--- src/rtl/apb_event_conditioner.sv ---
// APB event conditioner: synchronises raw event lines, detects edges and levels, and drives conditioned
// pulses plus sticky status. Define GLITCH_FILTER_EN to add the per-line programmable glitch filter.
module apb_event_conditioner #(
    parameter int APB_ADDR_WIDTH = 12
) (
    input  logic                      HCLK,
    input  logic                      HRESETn,
    input  logic [APB_ADDR_WIDTH-1:0] PADDR,
    input  logic [31:0]               PWDATA,
    input  logic                      PWRITE,
    input  logic                      PSEL,
    input  logic                      PENABLE,
    output logic [31:0]               PRDATA,
    output logic                      PREADY,
    output logic                      PSLVERR,
    input  logic [31:0]               event_i,
    output logic [31:0]               signal_o,
    output logic                      event_pending_o
);

    localparam logic [3:0] REG_MODE_LO = 4'd0;
    localparam logic [3:0] REG_MODE_HI = 4'd1;
    localparam logic [3:0] REG_LEVEL   = 4'd2;
    localparam logic [3:0] REG_STATUS  = 4'd3;
    localparam logic [3:0] REG_FILTER  = 4'd4;
    localparam logic [3:0] REG_RAW     = 4'd5;

    logic        wr_en;
    logic        rd_en;
    logic [3:0]  reg_idx;

    logic [31:0] mode_lo_q;
    logic [31:0] mode_hi_q;
    logic [31:0] level_q;
    logic [31:0] status_q;
    logic [31:0] status_d;
    logic [31:0] sync1_q;
    logic [31:0] sync2_q;
    logic [31:0] prev_q;
    logic [31:0] rise_q;
    logic [31:0] fall_q;
    logic [31:0] signal_q;
    logic [31:0] signal_d;
    logic        pending_q;

    logic [31:0] acc;
    logic [31:0] en_rise;
    logic [31:0] en_fall;
    logic [31:0] sts_clr;
    logic [31:0] filter_rd;

    logic        unused_paddr;

    assign wr_en   = PSEL & PENABLE & PWRITE;
    assign rd_en   = PSEL & PENABLE & ~PWRITE;
    assign reg_idx = PADDR[5:2];

    assign unused_paddr = ^{PADDR[APB_ADDR_WIDTH-1:6], PADDR[1:0]};

    assign PREADY          = 1'b1;
    assign PSLVERR         = 1'b0;
    assign signal_o        = signal_q;
    assign event_pending_o = pending_q;

`ifdef GLITCH_FILTER_EN
    logic [3:0]  filter_q;
    logic [31:0] filt_q;
    logic [31:0] filt_d;
    logic [3:0]  cnt_q [32];
    logic [3:0]  cnt_d [32];

    // In bypass the filtered level shadows sync2 so enabling the filter later does not create an edge.
    always_comb begin
        filt_d = filt_q;
        for (int i = 0; i < 32; i++) begin
            cnt_d[i] = 4'd0;
            if (filter_q == 4'd0) begin
                filt_d[i] = sync1_q[i];
            end else if (sync2_q[i] != filt_q[i]) begin
                if (({1'b0, cnt_q[i]} + 5'd1) >= {1'b0, filter_q}) begin
                    filt_d[i] = sync2_q[i];
                end else begin
                    cnt_d[i] = cnt_q[i] + 4'd1;
                end
            end
        end
    end

    always_ff @(posedge HCLK or negedge HRESETn) begin
        if (!HRESETn) begin
            filter_q <= 4'd0;
            filt_q   <= '0;
            for (int i = 0; i < 32; i++) begin
                cnt_q[i] <= 4'd0;
            end
        end else begin
            filt_q <= filt_d;
            for (int i = 0; i < 32; i++) begin
                cnt_q[i] <= cnt_d[i];
            end
            if (wr_en && reg_idx == REG_FILTER) begin
                filter_q <= PWDATA[3:0];
            end
        end
    end

    assign acc       = (filter_q == 4'd0) ? sync2_q : filt_q;
    assign filter_rd = {28'd0, filter_q};
`else
    assign acc       = sync2_q;
    assign filter_rd = '0;
`endif

    always_comb begin
        en_rise = '0;
        en_fall = '0;
        for (int i = 0; i < 16; i++) begin
            en_rise[i]      = mode_lo_q[2*i];
            en_fall[i]      = mode_lo_q[2*i+1];
            en_rise[i+16]   = mode_hi_q[2*i];
            en_fall[i+16]   = mode_hi_q[2*i+1];
        end
    end

    // Detection always runs; the mode bits only gate what reaches the output register.
    always_comb begin
        signal_d = (level_q & (en_rise | en_fall) & prev_q)
                 | (~level_q & ((rise_q & en_rise) | (fall_q & en_fall)));
        sts_clr  = (wr_en && reg_idx == REG_STATUS) ? PWDATA : 32'd0;
        status_d = (status_q & ~sts_clr) | signal_d;
    end

    always_ff @(posedge HCLK or negedge HRESETn) begin
        if (!HRESETn) begin
            mode_lo_q <= '0;
            mode_hi_q <= '0;
            level_q   <= '0;
            status_q  <= '0;
            sync1_q   <= '0;
            sync2_q   <= '0;
            prev_q    <= '0;
            rise_q    <= '0;
            fall_q    <= '0;
            signal_q  <= '0;
            pending_q <= 1'b0;
        end else begin
            sync1_q   <= event_i;
            sync2_q   <= sync1_q;
            prev_q    <= acc;
            rise_q    <= acc & ~prev_q;
            fall_q    <= ~acc & prev_q;
            signal_q  <= signal_d;
            status_q  <= status_d;
            pending_q <= |status_q;
            if (wr_en) begin
                case (reg_idx)
                    REG_MODE_LO: mode_lo_q <= PWDATA;
                    REG_MODE_HI: mode_hi_q <= PWDATA;
                    REG_LEVEL:   level_q   <= PWDATA;
                    default: ;
                endcase
            end
        end
    end

    always_comb begin
        PRDATA = '0;
        if (rd_en) begin
            case (reg_idx)
                REG_MODE_LO: PRDATA = mode_lo_q;
                REG_MODE_HI: PRDATA = mode_hi_q;
                REG_LEVEL:   PRDATA = level_q;
                REG_STATUS:  PRDATA = status_q;
                REG_FILTER:  PRDATA = filter_rd;
                REG_RAW:     PRDATA = sync2_q;
                default:     PRDATA = '0;
            endcase
        end
    end

endmodule

--- config.mk ---
export PLATFORM = sky130hd
export DESIGN_NAME = apb_event_conditioner
export DESIGN_NICKNAME = d
export VERILOG_FILES = /design/src/rtl/apb_event_conditioner.sv
export SDC_FILE = /design/constraint.sdc
export NUM_CORES = 1
export LEC_CHECK = 0
export ABC_AREA = 1
export BUFFER_PORTS_ARGS = -buffer_cell sky130_fd_sc_hd__buf_2
export CORE_MARGIN = 2
export CORE_UTILIZATION = 50
export DETAILED_ROUTE_END_ITERATION = 8
export MAX_ROUTING_LAYER = met4
export PLACE_DENSITY = 0.77
export SKIP_CTS_REPAIR_TIMING = 1
export SYNTH_ARGS = -nofsm -noshare
export SYNTH_HDL_FRONTEND = slang
export SYNTH_SLANG_ARGS = --single-unit
--- constraint.sdc ---
create_clock -name HCLK -period 5.8 [get_ports HCLK]
set_clock_uncertainty 0.05 [all_clocks]
set_input_delay 1.74 -clock HCLK [delete_from_list [all_inputs] [get_ports HCLK]]
set_output_delay 1.74 -clock HCLK [all_outputs]
set_load 0.1 [all_outputs]
==> impl_metrics.json <==
{
  "ir_drop_uv": 219,
  "period_share_pct": 90.4,
  "setup.worst_path.start": "PADDR[5]",
  "firstDrtPassIters": 5,
  "critPathTopFamily": "simple AND/OR/NAND/NOR gates",
  "first_iter_violations": 938,
  "whs_path_depth": 0,
  "synth_area_leaders": "dfrtp_1 (62%), nand2_1 (11%), nand3_1 (5.8%)",
  "final_layout_size_suffix_gt1_share_pct": 15.9,
  "fmax_mhz": 191,
  "grt_use_total_pct": 25.5,
  "cp-start-kind": "input port",
  "gp_congestion": 0.834,
  "grt-ovfl-total": 0,
  "setup_viol": 0,
  "cp_max_fo": 20,
  "rr_worst_depth": 4,
  "leakage_uw": 0.00757,
  "layout.nets": 1635,
  "synth_top_cell_by_area": "dfrtp_1",
  "ys_types": 24,
  "routedWlPerCell_um": 17.1,
  "hold_slack_ps": 291,
  "layout_min_cycle_time_ps": 5240,
  "worst-setup-path-type": "input port to output port",
  "via_per_inst": 5.29,
  "critical_path_arrival_ps": 3450,
  "dieArea_um2": 27000,
  "slew_violations": 0,
  "worstMarginPinSlew_ps": 1020,
  "cp-end-kind": "output port",
  "area_growth_pct": 19.8,
  "grt_max_degree": 134,
  "cp_num_buf_inv": 4,
  "drc": 0,
  "rsz0062_at_grt": "no",
  "core-area_um2": 25300,
  "yosysSeqAreaShare_pct": 62.4,
  "layout_commonest_cell": "nand2_1",
  "grt_pass1_vias": 9967,
  "fin_setup_tns_ps": 0,
  "syn_area_per_cell_um2": 9.10,
  "dieHeight_um": 164,
  "cp_common_cell": "nand2_1",
  "ios": 148,
  "cts_made_buffers": 34,
  "io_buffers": 137,
  "status": "completed",
  "hp-class": "flip-flop to flip-flop",
  "insertion_delay_ps": 510,
  "h-tree-depth": 2,
  "synthCells": 1415,
  "clkSinkCount": 321,
  "rr_endpoint": "event_pending_o",
  "vias": 10100,
  "antenna_found_initial": 0,
  "synth-seq-cells": 321,
  "power.density_nw_per_um2": 346,
  "max_cap_violations": 0,
  "hold_violations": 0,
  "clk_pin_slew_ps": 60,
  "yosysWarnings": 0,
  "synth_top_area_share_pct": 62.4,
  "required_ps": 4010,
  "cts_root_buf": "clkbuf_16",
  "start_util_pct": 51.0,
  "cts_tree": "done",
  "reg2reg_from": "status_q[30]",
  "grt_first_pass_wirelength_um": 51700,
  "worst_path_max_delay_cell": "nor2_8",
  "min_to": "acc[23]",
  "syn_nets": 1496,
  "min_from": "sync1_q[23]",
  "syn_area_um2": 12900,
  "r2r_slack_ps": 4570,
  "relSlewSlack_pct": 32.2,
  "path_cells": "buf_2 -> inv_1 -> nand2_1 -> nor2_8 -> buf_4 -> nand2_1 -> nand2_1 -> nor2_1 -> nor2_1 -> buf_12",
  "rows": 58,
  "clk_path_buf_depth": 3,
  "antenna_left": 0,
  "layout_common_cells": "nand2_1 (367), dfrtp_1 (321), nor2_1 (179), inv_1 (165), nand3_1 (148)",
  "drt_wl_total_um": 32600,
  "antennaDiodeCount": 0,
  "die_w_um": 164,
  "hpwlAfterDp_um": 20800,
  "cp_slowest_stage_delay_ps": 390
}
[synthesized netlist by cell type]
library cell and count:
nand3_2 2, nor2_4 3, clkbuf_1 21, o21ai_1 80, nand2_2 2, nor2_2 3, nand3_1 148, o21ai_2 30
nand4_1 4, o211ai_1 1, nand2_8 1, nor2_1 180, o21ai_0 50, buf_6 6, nand2_4 1, nor2_8 1
inv_1 165, buf_2 16, inv_2 2, conb_1 2, dfrtp_1 321, nand2_1 367, buf_4 6, buf_12 3
[where the power goes]
part	leakage (uW)	internal [uW]	switching, uW
logic	0.00307	167	472
registers	0.00396	2430	177
clock network	0.000533	1230	851
total	0.00757	3830	1500
[how the worst max path moves through the flow]
stage / endpoint / slack [ps] / cells past startpoint
after floorplan: PRDATA[26] / 240 / 7
after global placement: PRDATA[0] / 630 / 10
after detailed placement: PRDATA[0] / 580 / 10
after CTS: PRDATA[0] / 580 / 10
after global routing: PRDATA[0] / 460 / 10
final: PRDATA[0] / 560 / 10
[routing by layer]
layer	up-vias	wire length [um]	track usage (%)
met2	442	15700	40.1
met5	-	0	-
met1	4860	13500	33.6
li1	4704	-	-
met3	84	2500	4.34
met4	0	996	9.37
[stage by stage]
step | utilization, % | area [um^2] | worst slack, ps | cells | total power [uW]
6_report | 61.1 | 15400 | 559 | 1909 | 5330
5_1_grt | 61.1 | 15400 | 459 | 1909 | 5550
4_1_cts | 61.1 | 15400 | 577 | 1909 | 5360
3_5_place_dp | 56.8 | 14400 | 583 | 1848 | 3270
3_3_place_gp | 56.8 | 14400 | 633 | 1848 | 3240
2_1_floorplan | - | 12900 | 242 | 1415 | 3030
[final cells by class]
class / instances / area, um^2
Fill cell: 2042 / 9830
Sequential cell: 321 / 8030
Clock buffer: 52 / 1000
Tap cell: 330 / 413
Multi-Input combinational cell: 875 / 3900
Inverter: 167 / 627
Clock inverter: 9 / 73.8
Timing Repair Buffer: 155 / 1390
[cells by family (layout without fill, tap and decap cells)]
group / after synthesis / count (layout) / share of synthesized area, %
AOI/OAI and AO/OA: 161 / 161 / 7.15
buffers and inverters: 219 / 383 / 7.44
DFF: 321 / 321 / 62.4
other: 2 / 2 / 0.0583
and+or+nand+nor: 712 / 712 / 23.0
[state kept, by name, summed over array words and instances (netlist names)]
signal	flops
acc	32
fall_q	32
level_q	32
mode_hi_q	32
mode_lo_q	32
prev_q	32
rise_q	32
signal_o	32
status_q	32
sync1_q	32
event_pending_o	1
Power figures use the tool's default switching activity.
